<file path="src/rtl/ivl_uvm_ovl_window_seq.sv">
// ivl_uvm_ovl_window_seq
//
// Stimulus sequencer for an ovl_window checker. Each accepted request plays out one
// bus write transaction: a write pulse (start_event), the bus grant (test_expr) held
// across a programmable window, then a write-ack pulse (end_event). A single-cycle
// grant drop can be injected inside the window, and the sequencer reports whether the
// downstream checker is expected to fire.
//
// Ports:
//   clock        in   rising-edge clock
//   reset        in   asynchronous active-high reset
//   start        in   transaction request, sampled only when idle
//   win_len      in   number of window cycles between the start and end pulses
//   drop_en      in   enable grant-drop injection
//   drop_at      in   0-based window cycle in which the grant drops
//   start_event  out  write pulse, to checker start_event
//   test_expr    out  bus grant, to checker test_expr
//   end_event    out  write-ack pulse, to checker end_event
//   busy         out  high from the start pulse through the gap cycle
//   done         out  one-cycle completion pulse in the gap cycle
//   expect_fire  out  valid with done; 1 when a drop was injected inside the window
//   txn_count    out  completed-transaction counter, wraps

module ivl_uvm_ovl_window_seq #(
   parameter int unsigned WIN_W = 8,
   parameter int unsigned CNT_W = 16
) (
   input  logic             clock,
   input  logic             reset,
   input  logic             start,
   input  logic [WIN_W-1:0] win_len,
   input  logic             drop_en,
   input  logic [WIN_W-1:0] drop_at,
   output logic             start_event,
   output logic             test_expr,
   output logic             end_event,
   output logic             busy,
   output logic             done,
   output logic             expect_fire,
   output logic [CNT_W-1:0] txn_count
);

   typedef enum logic [2:0] {StIdle, StStart, StWindow, StEnd, StGap} state_e;

   state_e           state_q, state_d;
   logic [WIN_W-1:0] cnt_q, cnt_d;
   logic [WIN_W-1:0] len_q, len_d;
   logic [WIN_W-1:0] at_q, at_d;
   logic             den_q, den_d;
   logic             flag_q, flag_d;
   logic [CNT_W-1:0] count_q, count_d;
   logic             drop_hit;

   logic start_event_q, test_expr_q, end_event_q, busy_q, done_q, expect_fire_q;

   always_comb begin
      state_d  = state_q;
      cnt_d    = cnt_q;
      len_d    = len_q;
      at_d     = at_q;
      den_d    = den_q;
      flag_d   = flag_q;
      count_d  = count_q;
      drop_hit = 1'b0;

      case (state_q)
         StIdle: begin
            if (start) begin
               state_d = StStart;
               len_d   = win_len;
               den_d   = drop_en;
               at_d    = drop_at;
               cnt_d   = '0;
               flag_d  = 1'b0;
            end
         end
         StStart:  state_d = (len_q != '0) ? StWindow : StEnd;
         StWindow: begin
            // len_q is non-zero here, so len_q - 1 cannot underflow
            if (cnt_q == len_q - WIN_W'(1)) begin
               state_d = StEnd;
            end else begin
               cnt_d = cnt_q + WIN_W'(1);
            end
         end
         StEnd:    state_d = StGap;
         StGap:    state_d = StIdle;
         default:  state_d = StIdle;
      endcase

      // Outputs are registered from next-state values, so the drop is decided for the
      // cycle being entered. cnt_d < len_d always holds in the window, which makes an
      // out-of-range drop_at naturally inert.
      drop_hit = (state_d == StWindow) && den_d && (cnt_d == at_d);
      if (drop_hit) begin
         flag_d = 1'b1;
      end
      if (state_d == StGap) begin
         count_d = count_q + CNT_W'(1);
      end
   end

   always_ff @(posedge clock or posedge reset) begin
      if (reset) begin
         state_q       <= StIdle;
         cnt_q         <= '0;
         len_q         <= '0;
         at_q          <= '0;
         den_q         <= 1'b0;
         flag_q        <= 1'b0;
         count_q       <= '0;
         start_event_q <= 1'b0;
         test_expr_q   <= 1'b0;
         end_event_q   <= 1'b0;
         busy_q        <= 1'b0;
         done_q        <= 1'b0;
         expect_fire_q <= 1'b0;
      end else begin
         state_q       <= state_d;
         cnt_q         <= cnt_d;
         len_q         <= len_d;
         at_q          <= at_d;
         den_q         <= den_d;
         flag_q        <= flag_d;
         count_q       <= count_d;
         start_event_q <= (state_d == StStart);
         test_expr_q   <= (state_d == StStart) || (state_d == StEnd) ||
                          ((state_d == StWindow) && !drop_hit);
         end_event_q   <= (state_d == StEnd);
         busy_q        <= (state_d != StIdle);
         done_q        <= (state_d == StGap);
         expect_fire_q <= (state_d == StGap) && flag_d;
      end
   end

   assign start_event = start_event_q;
   assign test_expr   = test_expr_q;
   assign end_event   = end_event_q;
   assign busy        = busy_q;
   assign done        = done_q;
   assign expect_fire = expect_fire_q;
   assign txn_count   = count_q;

endmodule

</file>
<file path="config.mk">
export PLATFORM = sky130hd
export DESIGN_NAME = ivl_uvm_ovl_window_seq
export DESIGN_NICKNAME = d
export VERILOG_FILES = /design/src/rtl/ivl_uvm_ovl_window_seq.sv
export SDC_FILE = /design/constraint.sdc
export NUM_CORES = 1
export LEC_CHECK = 0
export ABC_AREA = 1
export BUFFER_PORTS_ARGS = -buffer_cell sky130_fd_sc_hd__buf_2
export CORE_UTILIZATION = 64
export CTS_BUF_LIST = sky130_fd_sc_hd__clkbuf_2
export DETAILED_ROUTE_END_ITERATION = 16
export PLACE_DENSITY = 0.94
export SYNTH_ARGS = -nofsm -noshare
export SYNTH_HDL_FRONTEND = slang
export SYNTH_SLANG_ARGS = --single-unit
</file>
<file path="constraint.sdc">
create_clock -name clock -period 6.5 [get_ports clock]
set_input_delay 0.975 -clock clock [delete_from_list [all_inputs] [get_ports clock]]
set_output_delay 0.975 -clock clock [all_outputs]
set_load 0.02 [all_outputs]
</file>
# --- After elaboration in Yosys (flattened, before gate mapping) ---
# Index checks and enable logic that the tools add are counted.
classes:
  n_mux: 14
  reduce_logical: 11
  n_eq_ne: 9
  n_addsub: 3
op_table:
  columns: ["op", "count"]
  rows:
  - ["$mux W8", 4]
  - ["$add A16 B1 Y16 const B", 1]
  - ["$eq A8 B8 Y1", 2]
  - ["$pmux W8 S2", 1]
  - ["$eq A3 B2 Y1 const B", 4]
  - ["$pmux W3 S4", 1]
  - ["$add A8 B1 Y8 const B", 1]
  - ["$reduce_bool A8 Y1", 1]
  - ["$sub A8 B1 Y8 const B", 1]
  - ["$eq A3 B1 Y1 const B", 2]
  - ["$mux W1", 6]
  - ["$mux W3", 2]
  - ["$logic_and A1 B1 Y1", 4]
  - ["$eq A3 B3 Y1 const B", 1]
  - ["$logic_not A3 Y1", 1]
  - ["$reduce_bool A3 Y1", 1]
  - ["$logic_or A1 B1 Y1", 2]
  - ["$reduce_and A2 Y1", 1]
  - ["$logic_not A1 Y1", 1]
totals:
  register_bits: 51
  input_bits: 20

# --- Logic depth before layout (Yosys ltp) ---
depth:
  word_depth: 10
  depth_mapped: 22
  mapped_depth_nobuf: 21

# --- Worst setup path after synthesis ---
# No wires, ideal clock.
synth_path:
  kind: "register to register"
  startpoint: "register len_q[0]"
  endpoint: "register test_expr_q (netlist: test_expr)"
  arrival_ps: 2067
  stages_incl_launch_ff: 22
  n_path_buf: 1
  setup_slack_ps: 4316
  cell_sequence: "dfrtp_1 > inv_2 > ha_1 > inv_1 > nand2_1 > nand2_1 > nand2_1 > nor2_1 > nand3_2 > nor2_2 > nand2_2 > buf_6 > a21oi_2 > nand2_1 > nand2_1 > nand2_1 > nand2_1 > nand2_1 > nor2_2 > nand3_2 > nand2_1 > nand2_1"
synth_between:
  elab_chain_cells: 10
synth_lines:
  columns: ["element", "line", "rtl"]
  rows:
  - ["start: declaration", "47", "logic [WIN_W-1:0] len_q, len_d;"]
  - ["start signal: assignment", "121", "len_q <= len_d;"]
  - ["$sub A8 B1 Y8", "80", "if (cnt_q == len_q - WIN_W'(1)) begin"]
  - ["$eq A8 B8 Y1", "80", null]
  - ["$mux W3", "80", null]
  - ["$pmux W3 S4", "66", "case (state_q)"]
  - ["$eq A3 B2 Y1", "94, 128", null]
  - ["$logic_and A1 B1 Y1 (2 in series)", "94", "drop_hit = (state_d == StWindow) && den_d && (cnt_d == at_d);"]
  - ["$logic_not A1 Y1", "128", "((state_d == StWindow) && !drop_hit);"]
  - ["$logic_and A1 B1 Y1", "128", null]
  - ["$logic_or A1 B1 Y1 *", "127", "test_expr_q <= (state_d == StStart) || (state_d == StEnd) ||"]
  - ["end signal: assignment", "127", null]
  - ["end: declaration", "54", "logic start_event_q, test_expr_q, end_event_q, busy_q, done_q, expect_fire_q;"]
# Mark *: on every way between the ends. The rest lies on a longest branch, timed or not.
# A chain may end at the register's enable or synchronous reset.

# --- Worst setup path after layout ---
layout_path:
  startpoint: "register state_q[2]"
  endpoint: "register test_expr_q (netlist: test_expr)"
layout_lines:
  columns: ["element", "line", "rtl"]
  rows:
  - ["start: declaration", "45", "state_e state_q, state_d;"]
  - ["start signal: assignment", "105", "state_q <= StIdle;"]
  - ["start signal: assignment", "119", "state_q <= state_d;"]
  - ["$logic_not A3 Y1", "66", null]
  - ["$mux W8", "66", null]
  - ["named net at_d[1]", "48", "logic [WIN_W-1:0] at_q, at_d;"]
  - ["$eq A8 B8 Y1", "94", null]
  - ["$logic_and A1 B1 Y1", "94", null]
  - ["$logic_not A1 Y1", "128", null]
  - ["$logic_and A1 B1 Y1", "128", null]
  - ["$logic_or A1 B1 Y1", "127", null]
# The timed path passes the listed nets, and every way through them passes these cells.

==> impl_metrics.py <==
metrics = {
    "logic_synthesis": {
        "synth_fp_nets": 391,
        "syn_inst": 368,
        "yosysWarnings": 0,
        "synth-edff-count": 0,
        "synthFlopType": "dfrtp_1",
        "seq_area_frac_synth_pct": 44.74,
        "syn_avg_cell_area_sq_um": 7.752,
        "async_flop_share_pct": 100.0,
        "ys_types": 30,
        "syn_area_sq_mm": 0.002853,
        "ys_ff_latch": 51,
    },
    "grt": {
        "grt_pass1_wl_mm": 9.777,
        "track_usage_pct": 28.79,
        "grt_max_degree": 52,
        "first_global_vias": 2310,
        "gr-total-overflow": 0,
        "antenna_found_initial": 0,
    },
    "worst_setup_path": {
        "end_kind": "flop",
        "required_ns": 6.88,
        "crit_buf_inv": 3,
        "criticalPathCategory": "reg2reg",
        "cp_common_cell": "nand2_1",
        "slowest_stage": "inv_2",
        "crit_chain": "nor2_2 > inv_2 > nor2_1 > nand2_1 > inv_2 > or2_2 > o21ai_0 > inv_1 > nand4_1 > nand2_1 > nand3_2 > nor2_4 > nand3_2 > nand2_1 > nand2_1",
        "cp.arrival_ns": 3.28,
        "start_kind": "flop",
        "cp_slowest_stage_delay_ns": 0.53,
        "cp_max_fo": 28,
        "cp_top_family": "simple AND/OR/NAND/NOR gates",
    },
    "routing": {
        "drt_iter0_drc": 147,
        "wirelength_mm": 6.056,
        "drtAntennaViolNets": 0,
        "wire_per_inst_um": 13.11,
        "first_pass_iters": 4,
        "drcViolationCount": 0,
        "routed_via_density": 5.396,
        "via_count": 2493,
    },
    "cts": {
        "cts_made_buffers": 5,
        "cts_buffer_depth": 2,
        "cts_setup_buffers": 0,
        "cts.clk_slew.worst_paths_ns": 0.25,
        "ctsResizeCount": 0,
        "htreeDepth": 2,
        "cts_tree": "done",
        "worst_skew_pair.late_latency_ns": 0.46,
        "cts-root-buf": "clkbuf_2",
        "cts_hold_repair.buffers": 0,
        "clock_sinks": 51,
    },
    "timing": {
        "max-slew-margin-rel_pct": 30.60,
        "finalSetupViolations": 0,
        "fmax_ghz": 0.3452,
        "rsz0062_at_grt": "no",
        "fin_skew_ns": 0.02072,
        "worstMarginPinSlew_ns": 1.039,
        "setup_tns_ns": 0,
        "period_needed_ns": 2.897,
        "timing.final.crit_share_pct": 44.57,
        "hold_viol": 0,
        "slew_violations": 0,
        "setup_ws_ns": 3.603,
    },
    "pwr": {
        "peakVddDrop_mv": 0.1357,
        "leakagePower_uw": 0.001805,
        "power_density_mw_per_mm2": 158.8,
    },
    "die": {
        "fp.dieH_um": 68.77,
        "row_count": 23,
        "die_area_sq_mm": 0.004729,
        "core_sq_mm": 0.004144,
        "initial_core_util_pct": 68.84,
        "ioPinCount": 42,
        "die_w_um": 68.77,
    },
    "finish": {
        "final_nets": 434,
        "fill_cells": 322,
        "areaGrowthSynthToFinish_pct": 10.75,
        "antenna_cells": 0,
        "drive_above_1_share_pct": 22.82,
    },
    "worst_hold_path": {
        "hold_path.class": "reg2reg",
    },
    "placed_design": {
        "dp_slack_ns": 3.256,
        "gp_congestion": 0.8978,
        "hpwl_mm": 4.482,
        "port_buffers": 41,
    },
    "status": {
        "status": "finished, final reports clean",
    },
    "flow_run": {
        "max-cap-violations": 0,
    },
}
-- worst paths after layout --
kind	to	startpoint	depth (start not counted)	slack [ns]
max	test_expr	state_q[2]	15	3.60
min	txn_count[15]	txn_count[15]	1	0.48
max reg2reg	test_expr	state_q[2]	15	3.60
min reg2reg	txn_count[15]	txn_count[15]	1	0.48
max in group asynchronous	cnt_q[0]	reset	2	5.15
min in group asynchronous	len_q[4]	reset	2	0.71
-- placed cells by master, fill, tap and decap left out, types with 2 or more instances in the layout --
master,count
xnor2_1,10
clkinv_1,2
nand2_2,7
clkbuf_2,5
a21oi_2,2
dfrtp_1,51
nor3_2,2
nor2_2,8
nand4_1,10
nor3_1,3
o21ai_0,15
ha_1,3
xor2_1,10
nor2_1,24
inv_1,46
inv_2,9
buf_2,41
or2_2,7
o21ai_1,3
nand2_1,110
nand3_2,8
nor4_1,2
nand3_1,26
-- cell type report --
type | count | area, sq um | share of cell area, %
clock buffer | 5 | 25.02 | 0.7921
timing repair buffer | 41 | 205.2 | 6.495
inverter | 56 | 210.2 | 6.653
clock inverter | 3 | 42.54 | 1.347
multi-input combinational | 256 | 1338 | 42.34
tap | 50 | 62.56 | 1.980
sequential | 51 | 1276 | 40.40
-- per-stage QoR --
| stage | instances | total power, uW | utilization [%] | area, sq um | hold slack, ns |
|---|---|---|---|---|---|
| floorplan | 368 | 327.9 | - | 2853 | 0.4449 |
| global placement | 454 | 335.3 | 74.61 | 3092 | 0.4559 |
| detailed placement | 454 | 335.4 | 74.61 | 3092 | 0.4578 |
| CTS | 462 | 505.3 | 76.24 | 3159 | 0.4895 |
| global route | 462 | 518.3 | 76.24 | 3159 | 0.5281 |
| finish | 462 | 501.5 | 76.24 | 3159 | 0.4815 |
-- Yosys cell counts, drive strengths merged (5+ instances only) --
| cell type | n | area share, % |
|---|---|---|
| nand2 | 117 | 16 |
| inv | 55 | 7.2 |
| dfrtp | 51 | 45 |
| nand3 | 34 | 7.4 |
| nor2 | 33 | 5.3 |
| o21ai | 19 | 3.5 |
| xnor2 | 11 | 3.6 |
| nand4 | 10 | 2.2 |
| xor2 | 10 | 3.1 |
| or2 | 8 | 1.8 |
| nor3 | 5 | 1.2 |
-- sequential cells by signal, summed over array words and instances (netlist names) --
name         flops
at_q             8
busy             1
cnt_q            8
den_q            1
done             1
end_event        1
expect_fire      1
flag_q           1
len_q            8
start_event      1
state_q          3
test_expr        1
txn_count       16
-- power breakdown --
part / internal, uW / switching [uW] / leakage, uW
sequential: 318 / 0 / 0.000646
clock: 65.4 / 106 / 0.0000410
combinational: 3.98 / 7.58 / 0.00112
-- worst reg2reg max path: cells and delay by family, from the launching register on --
family	cells	cell delay, ns
simple gates	11	1.52
buf+inv	3	0.71
compound gates	1	0.10
flops	1	0.49
-- routing by layer --
layer,track usage [%],wire [um]
met3,7.401,318
met1,36.62,2720
met4,13.27,169
met2,45.96,2848
met5,0,0
-- cell families (layout without fill, tap and decap cells) --
group / Yosys count / after routing / share of synthesized area [%]
XOR/XNOR: 21 / 21 / 6.710
adder cells (fa/ha/maj): 3 / 3 / 1.316
flip-flops: 51 / 51 / 44.74
buffers and inverters: 61 / 105 / 8.377
AND/OR/NAND/NOR: 209 / 209 / 34.30
AO/OA/AOI/OAI: 23 / 23 / 4.561
Note: power is estimated with default switching activity, not from simulation.
